## config.mk

```make
export PLATFORM = sky130hd
export DESIGN_NAME = fpu_arbiter
export DESIGN_NICKNAME = d
export VERILOG_FILES = /design/src/rtl/fpu_arb_pkg.sv /design/src/rtl/fpu_arbiter_rr_picker.sv /design/src/rtl/fpu_arbiter.sv
export SDC_FILE = /design/constraint.sdc
export NUM_CORES = 1
export LEC_CHECK = 0
export ABC_AREA = 1
export BUFFER_PORTS_ARGS = -buffer_cell sky130_fd_sc_hd__buf_4
export CAP_MARGIN = 30
export CORE_AREA = 2 2 158 160
export CTS_CLUSTER_SIZE = 14
export DETAILED_ROUTE_END_ITERATION = 10
export DIE_AREA = 0 0 160 162
export GPL_ROUTABILITY_DRIVEN = 0
export HOLD_SLACK_MARGIN = 0.06
export SYNTH_ARGS = -nofsm -noshare
export SYNTH_HDL_FRONTEND = slang
export SYNTH_SLANG_ARGS = --single-unit
```

## constraint.sdc

```tcl
create_clock -name clock100KHz -period 5.2 [get_ports clock100KHz]
set_clock_uncertainty 0.1 [all_clocks]
set_input_delay 0.52 -clock clock100KHz [delete_from_list [all_inputs] [get_ports clock100KHz]]
set_output_delay 0.52 -clock clock100KHz [all_outputs]
set_load 0.05 [all_outputs]
```

## src/rtl/fpu_arb_pkg.sv

```systemverilog
// Shared types and constants for the FPU arbiter slice.
package fpu_arb_pkg;

  localparam int FPU_WORD_W         = 32;
  localparam int FPU_STATUS_W       = 4;
  localparam int FPU_PERIOD_DEFAULT = 5;

  typedef enum logic [2:0] {
    IDLE,
    GRANT,
    HOLD,
    CAPTURE,
    RESPOND
  } arb_state_t;

endpackage

```

## src/rtl/fpu_arbiter_rr_picker.sv

```systemverilog
// Combinational round-robin selector: first asserted request at or after ptr, wrapping.
module rr_picker #(
  parameter int N     = 4,
  parameter int IDX_W = $clog2(N)
) (
  input  logic [N-1:0]     req,
  input  logic [IDX_W-1:0] ptr,
  output logic [N-1:0]     grant,
  output logic [IDX_W-1:0] index,
  output logic             found
);

  int               pos;
  logic [IDX_W-1:0] pos_idx;

  // Scan from the farthest position back to ptr so the nearest match is written last.
  always_comb begin
    grant   = '0;
    index   = '0;
    found   = 1'b0;
    pos     = 0;
    pos_idx = '0;
    for (int k = N - 1; k >= 0; k--) begin
      pos     = (int'(ptr) + k) % N;
      pos_idx = IDX_W'(pos);
      if (req[pos_idx]) begin
        grant          = '0;
        grant[pos_idx] = 1'b1;
        index          = pos_idx;
        found          = 1'b1;
      end
    end
  end

endmodule

```

## src/rtl/fpu_arbiter.sv

```systemverilog
// Round-robin sharing of one free-running FPU between N_REQ requesters.
// Define FPU_ARB_STATS_EN to add the ops_count / inexact_count statistics outputs.
import fpu_arb_pkg::*;

module fpu_arbiter #(
  parameter int N_REQ       = 4,
  parameter int FPU_PERIOD  = FPU_PERIOD_DEFAULT,
  parameter int HOLD_CYCLES = 2 * FPU_PERIOD,
  parameter int ID_W        = $clog2(N_REQ)
) (
  input  logic                      clock100KHz,
  input  logic                      reset,
  input  logic [N_REQ-1:0]          req_valid,
  input  logic [N_REQ*32-1:0]       req_op_a,
  input  logic [N_REQ*32-1:0]       req_op_b,
  output logic [N_REQ-1:0]          req_ack,
  output logic                      resp_valid,
  output logic [ID_W-1:0]           resp_id,
  output logic [FPU_WORD_W-1:0]     resp_data,
  output logic [FPU_STATUS_W-1:0]   resp_status,
  output logic                      busy,
  output logic [FPU_WORD_W-1:0]     fpu_op_a,
  output logic [FPU_WORD_W-1:0]     fpu_op_b,
  input  logic [FPU_WORD_W-1:0]     fpu_data,
  input  logic [FPU_STATUS_W-1:0]   fpu_status
`ifdef FPU_ARB_STATS_EN
  ,
  output logic [15:0]               ops_count,
  output logic [15:0]               inexact_count
`endif
);

  localparam int CNT_W = $clog2(HOLD_CYCLES + 1);

  arb_state_t       state;
  logic [ID_W-1:0]  rr_ptr;
  logic [ID_W-1:0]  cur_id;
  logic [CNT_W-1:0] hold_cnt;

  logic [N_REQ-1:0] pick_grant;
  logic [ID_W-1:0]  pick_idx;
  logic             pick_found;

  rr_picker #(
    .N     (N_REQ),
    .IDX_W (ID_W)
  ) u_picker (
    .req   (req_valid),
    .ptr   (rr_ptr),
    .grant (pick_grant),
    .index (pick_idx),
    .found (pick_found)
  );

  // Every output is registered, so each one appears the cycle after the state that decides it.
  always_ff @(posedge clock100KHz or negedge reset) begin
    if (!reset) begin
      state       <= IDLE;
      rr_ptr      <= '0;
      cur_id      <= '0;
      hold_cnt    <= '0;
      req_ack     <= '0;
      resp_valid  <= 1'b0;
      resp_id     <= '0;
      resp_data   <= '0;
      resp_status <= '0;
      busy        <= 1'b0;
      fpu_op_a    <= '0;
      fpu_op_b    <= '0;
`ifdef FPU_ARB_STATS_EN
      ops_count     <= '0;
      inexact_count <= '0;
`endif
    end else begin
      req_ack    <= '0;
      resp_valid <= 1'b0;
      case (state)
        IDLE: begin
          busy <= 1'b0;
          if (|req_valid) state <= GRANT;
        end
        GRANT: begin
          if (pick_found) begin
            fpu_op_a <= req_op_a[int'(pick_idx) * FPU_WORD_W +: FPU_WORD_W];
            fpu_op_b <= req_op_b[int'(pick_idx) * FPU_WORD_W +: FPU_WORD_W];
            cur_id   <= pick_idx;
            req_ack  <= pick_grant;
            busy     <= 1'b1;
            hold_cnt <= CNT_W'(HOLD_CYCLES - 1);
            state    <= HOLD;
          end else begin
            state <= IDLE;
          end
        end
        HOLD: begin
          if (hold_cnt == '0) state <= CAPTURE;
          else                hold_cnt <= hold_cnt - 1'b1;
        end
        CAPTURE: begin
          resp_data   <= fpu_data;
          resp_status <= fpu_status;
          state       <= RESPOND;
        end
        RESPOND: begin
          resp_valid <= 1'b1;
          resp_id    <= cur_id;
          rr_ptr     <= (int'(cur_id) == N_REQ - 1) ? '0 : cur_id + 1'b1;
`ifdef FPU_ARB_STATS_EN
          if (ops_count != 16'hFFFF) ops_count <= ops_count + 1'b1;
          if (resp_status != '0 && inexact_count != 16'hFFFF)
            inexact_count <= inexact_count + 1'b1;
`endif
          state <= IDLE;
        end
        default: state <= IDLE;
      endcase
    end
  end

endmodule

```

==> metrics.yaml, run 1 <==
critical_path_arrival_ns: 4.10
maxSlewViolCount: 0
coreArea_mm2: 0.0241
max_freq_mhz: 259
rsz0062_at_grt: "no"
root_buffer: "clkbuf_16"
synth_area_leaders: "dfrtp_1, nand2_1, o211ai_1"
seq_area_frac_synth_pct: 41.6
drt_wl_total_um: 26300
start_util_pct: 29.7
fin_setup_tns_ns: 0
ys_warn_count: 0
wl_per_cell_um: 15.1
grt_max_degree: 130
cts_tree: "built"
ys_seq_elements: 119
drv_cap: 0
syn_nets: 1340
synth-edff-count: 0
final_nets: 1716
post_synth.cell_area_avg_um2: 6.93
track_usage_pct: 20.2
vias: 8011
seq_area_mm2: 0.00298
power.density_mw_per_mm2: 763
dp_slack_ns: 1.43
io_buffers: 405
clk_path_buf_depth: 2
grt_overflow: 0
worst_slack_ns: 1.34
ir_drop_v: 0.000523
fillCellCount: 2486
synth_top_cell_by_area: "dfrtp_1"
dp.cells: 1711
die-width_um: 160
drive_gt1_share_pct: 32.6
final-setup-viol-count: 0
hp-class: "input pin to flip-flop"
clk_latency_ns: 0.41
yosysMostFrequentCell: "nand2_1"
numCtsBuffers: 17
dr.first_iter.drc_count: 423
crit_fanout: 129
drt_pass1_iterations: 5
synth_top_area_share_pct: 41.6
synth.cell_area_mm2: 0.00715
fp-row-count: 57
path_class: "flip-flop to flip-flop"
area_growth_syn_to_layout_pct: 54.0
status: "complete, no violations"
drc: 0
netlist_instances: 1032
synth.distinct_cells: 27
cts_setup_buffers: 0
grt_pass1_wl_um: 41700
final_util_pct: 45.7
crit_required_ns: 5.44
endpoint_kind: "flip-flop"
ant_nets: 0
finalCritPeriodShare_pct: 74.2
cts-htree-levels: 4
place_hpwl_um: 19500
cts.sinks: 119
viasPerCell: 4.59
multi_input_area_mm2: 0.00334
antenna_found_initial: 1
grt_pass1_vias: 8045
synthArstFlopShare_pct: 100
finalCriticalPeriod_ns: 3.86
dieArea_mm2: 0.0259
tightest_slew_ns: 0.763
die_y_um: 162
clk_pin_slew_ns: 0.06
synth.top_cells.by_count: "nand2_1, inv_1, dfrtp_1, nand3_1, o211ai_1"
hold_violations: 0
leakagePower_nw: 6.22
start_kind: "flip-flop"
io_pins: 406
fin_cells: 1746
cts-resized-gates: 0
synth_ff_type: "dfrtp_1"
slew-limit-headroom_pct: 49.0
## flip-flops by register name (all words and copies together), names as in the netlist
register     flops
resp_id          2
resp_data       32
req_ack          4
hold_cnt         4
rr_ptr           2
busy             1
resp_status      4
cur_id           2
fpu_op_b        32
fpu_op_a        32
resp_valid       1
state            3
## worst paths after layout
kind | startpoint | to | slack (ns) | cells after the start
max | rr_ptr[0] | fpu_op_b[13] | 1.34 | 15
min | fpu_data[27] | resp_data[27] | 0.21 | 3
max reg2reg | rr_ptr[0] | fpu_op_b[13] | 1.34 | 15
min reg2reg | resp_data[30] | resp_data[30] | 0.37 | 2
max in group asynchronous | reset | rr_ptr[1] | 3.47 | 3
min in group asynchronous | reset | fpu_op_a[10] | 0.50 | 2
## per-stage QoR
step                hold WS [ns]  instance area, um^2  total power, W
floorplan                  0.124                 7150         0.00582
global placement           0.354                10400         0.00719
detailed placement         0.361                10400         0.00728
CTS                        0.183                11000         0.00848
global route               0.184                11000         0.00910
finish                     0.208                11000         0.00840
## kinds of logic after synthesis
group / after synthesis / synth area share (%)
flip-flops: 119 / 41.6
buffers and inverters: 206 / 12.2
XOR/XNOR: 2 / 0.245
adder cells (fa/ha/maj): 10 / 1.75
AND/OR/NAND/NOR: 600 / 34.7
AO/OA/AOI/OAI: 95 / 9.52
## per-layer routing
layer	vias up	GRT usage, %	part of all wire, %
li1	3999	-	-
met1	3686	23.6	40
met2	298	36.1	51
met3	28	5.67	7.4
met4	0	5.98	2.0
met5	-	0	0
## worst max-delay path: stages, from the launching register on
cell and delay (ns):
dfrtp_1 0.57, inv_2 0.16, ha_1 0.35, inv_1 0.08, nand3_1 0.13, nand2_2 0.12
inv_2 0.07, nand2_1 0.06, nand2_1 0.05, nand2_2 0.50, nand2_8 0.51, inv_2 0.64
nand2_1 0.11, nand2_1 0.08, nand2_1 0.05, nand3_1 0.10
## layout make-up
type,instances,area share [%]
multi-input cells,707,30.3
repair buffers,415,28.6
flip-flops and latches,119,27.0
inverters,148,5.05
clock buffers,17,3.86
well taps,324,3.68
clock inverters,15,1.40
diodes,1,0.0227
## timing repair
action,in CTS,in global routing
hold buffers,1,0
endpoints found under the setup margin,0,0
hold endpoints to repair,34,0
## cells in the final DEF (no fill, tap or decap)
cell / synthesis / layout
a211oi_1: 1 / 1
a21oi_1: 7 / 7
buf_12: 0 / 1
buf_16: 0 / 1
buf_4: 10 / 412
clkbuf_16: 0 / 17
clkinv_1: 2 / 2
clkinv_8: 0 / 2
clkinvlp_4: 0 / 4
dfrtp_1: 119 / 119
diode_2: 0 / 1
dlygate4sd3_1: 0 / 1
ha_1: 10 / 10
inv_1: 140 / 140
inv_2: 6 / 6
inv_6: 0 / 4
inv_8: 0 / 5
nand2_1: 453 / 452
nand2_2: 7 / 6
nand2_4: 0 / 1
nand2_8: 0 / 1
nand3_1: 108 / 108
nand3b_1: 16 / 16
nand4_1: 1 / 1
nor2_1: 9 / 9
nor2_4: 0 / 2
nor3_1: 3 / 2
nor3_2: 0 / 1
nor4_1: 1 / 1
o2111a_1: 1 / 1
o211ai_1: 78 / 78
o21ai_0: 7 / 7
o22ai_1: 1 / 1
xnor2_1: 1 / 1
xor2_1: 1 / 1
## report_power, final
group / internal (W) / switching (W) / leakage, nW
registers: 0.00140 / 0.000279 / 1.47
logic: 0.00164 / 0.00392 / 4.48
clock network: 0.000639 / 0.000521 / 0.272
Power figures use the tool's default switching activity.
==> run 2, diff against run 1 <==
==> constraint.sdc (replaced) <==
create_clock -name clock100KHz -period 3.3 [get_ports clock100KHz]
set_clock_uncertainty 0.1 [all_clocks]
set_input_delay 0.33 -clock clock100KHz [delete_from_list [all_inputs] [get_ports clock100KHz]]
set_output_delay 0.33 -clock clock100KHz [all_outputs]
set_load 0.05 [all_outputs]
==> metrics.yaml, run 2 (synthesis results as in run 1) <==
min-delay-start: "req_op_b[18]"
ant_nets: 0  # unchanged
max_freq_mhz: 343  # +32%
crit_chain: "inv_2 > ha_1 > inv_1 > nand3_1 > nand2_2 > inv_2 > nand2_1 > nand2_1 > nand2_2 > nand2_8 > buf_12 > nand2_1 > o211ai_1 > nand3_1"
reg_top3: "fpu_op_a x32, fpu_op_b x32, resp_data x32"
grt_overflow: 0  # unchanged
grt_pass1_wl_um: 42700  # +2.4%
finalCriticalPeriod_ns: 2.92  # -0.941 ns
clk_path_buf_depth: 2  # unchanged
critical_path_arrival_ns: 3.10  # -1.00 ns
area_growth_syn_to_layout_pct: 60.6
power.density_mw_per_mm2: 1170  # +54%
finalCritPeriodShare_pct: 88.5  # +14 points
slew-limit-headroom_pct: 58.5  # +9.6 points
grt_max_degree: 101  # -22%
tightest_slew_ns: 0.622  # -0.142 ns
max_stage_delay_ns: 0.55  # -0.09 ns
root_buffer: "clkbuf_16"
fp-row-count: 57  # unchanged
die_y_um: 162  # unchanged
crit_fanout: 100  # -22%
place_hpwl_um: 19700  # +1.1%
whs_path_depth: 3  # unchanged
dpl_cell_area_mm2: 0.0105  # +0.99%
layout_common_cells: "nand2_1, buf_4, inv_1"
clk_latency_ns: 0.41  # about the same
cts.sinks: 119  # unchanged
grt_pass1_vias: 8199  # +1.9%
worst_slack_ns: 0.381  # -0.959 ns
r2r-start: "rr_ptr[0]"
ir_drop_v: 0.000663  # +27%
io_pins: 406  # unchanged
maxSlewViolCount: 0  # unchanged
cp_slowest_cell: "dfrtp_1"
cts_setup_buffers: 0  # unchanged
endpoint_kind: "flip-flop"
drv_cap: 0  # unchanged
leakagePower_nw: 6.42  # +3.3%
drc: 0  # unchanged
wl_per_cell_um: 15.0  # -0.66%
dr.first_iter.drc_count: 496  # +17%
final_util_pct: 47.6  # +2.0 points
fin_setup_tns_ns: 0  # unchanged
cts-htree-levels: 4  # unchanged
fin_area_mm2: 0.0115  # +4.3%
path_class: "flip-flop to flip-flop"
hold_violations: 0  # unchanged
cpMostUsedCell: "nand2_1"
start_util_pct: 29.7  # unchanged
status: "complete, no violations"
numCtsBuffers: 17  # unchanged
coreArea_mm2: 0.0241  # unchanged
rsz0062_at_grt: "no"
vias: 8077  # +0.82%
dp_slack_ns: 0.385  # -1.05 ns
final_common_cell: "nand2_1"
worstSetupStartpoint: "rr_ptr[0]"
die-width_um: 160  # unchanged
clk_pin_slew_ns: 0.07  # about the same
final_nets: 1762  # +2.7%
crit_required_ns: 3.48  # -1.96 ns
track_usage_pct: 20.6  # +0.45 points
drt_pass1_iterations: 4  # -1
cts_tree: "built"
viasPerCell: 4.50  # -1.9%
antenna_found_initial: 4  # +3
start_kind: "flip-flop"
hp-class: "input pin to flip-flop"
drive_gt1_share_pct: 32.0  # -0.61 points
io_buffers: 405  # unchanged
dieArea_mm2: 0.0259  # unchanged
final-setup-viol-count: 0  # unchanged
drt_wl_total_um: 26900  # +2.1%
rr_worst_depth: 14  # -1
==> run 2: cell count changes in the layout (fill, tap and decap cells not counted), sizes merged <==
cell	delta
dlygate4sd3	+40
diode	+2
buf	+6
inv	+2
clkinvlp	-2
==> run 2: path summary, 6_finish.rpt <==
path                                   to  slack [ns]
max                          fpu_op_b[10]        0.38
max reg2reg                  fpu_op_b[10]        0.38
min reg2reg                resp_status[3]        0.37
min                          fpu_op_b[18]        0.08
min in group asynchronous     fpu_op_a[6]        0.37
max in group asynchronous        state[0]        1.89
==> run 2: critical path: cells and delay by family (launching register included) <==
family,cells,cell delay [ns]
adder cells (fa/ha/maj),1,0.35
flip-flops,1,0.55
AND/OR/NAND/NOR,8,0.89
buffers and inverters,4,0.68
AO/OA/AOI/OAI,1,0.16
==> run 2: what timing repair did <==
item,4_1_cts,5_1_grt
endpoints found under the hold margin,82,0
resized for setup,0,0
hold buffers,41,0
==> run 2: layout make-up <==
type                            count  area, um^2
Timing Repair Buffer              461        3630
Multi-Input combinational cell    707        3340
Fill cell                        2524       12600
Sequential cell                   119        2980
Clock inverter                     15         146
Antenna cell                        3        7.51
Tap cell                          324         405
Clock buffer                       17         425
Inverter                          148         556
==> run 2: layer usage <==
layer	vias up	GRT usage, %	wire [um]
li1	4083	-	-
met1	3678	23.6	10700
met2	273	35.4	13300
met3	41	7.41	2220
met4	2	7.94	697
met5	-	0	16
==> run 2: through the flow <==
step | total power (W) | hold WS [ns] | cells
after floorplan | 0.00917 | -0.0656 | 1032
after global placement | 0.0116 | 0.282 | 1718
after detailed placement | 0.0117 | 0.285 | 1718
after CTS | 0.0136 | 0.0614 | 1791
after global routing | 0.0146 | 0.0692 | 1793
final | 0.0135 | 0.0801 | 1794
==> run 2: power breakdown <==
part	switching (W)	internal, W	total [W]
logic	0.00626	0.00273	0.00899
clock network	0.000822	0.00101	0.00183
registers	0.000435	0.00221	0.00264
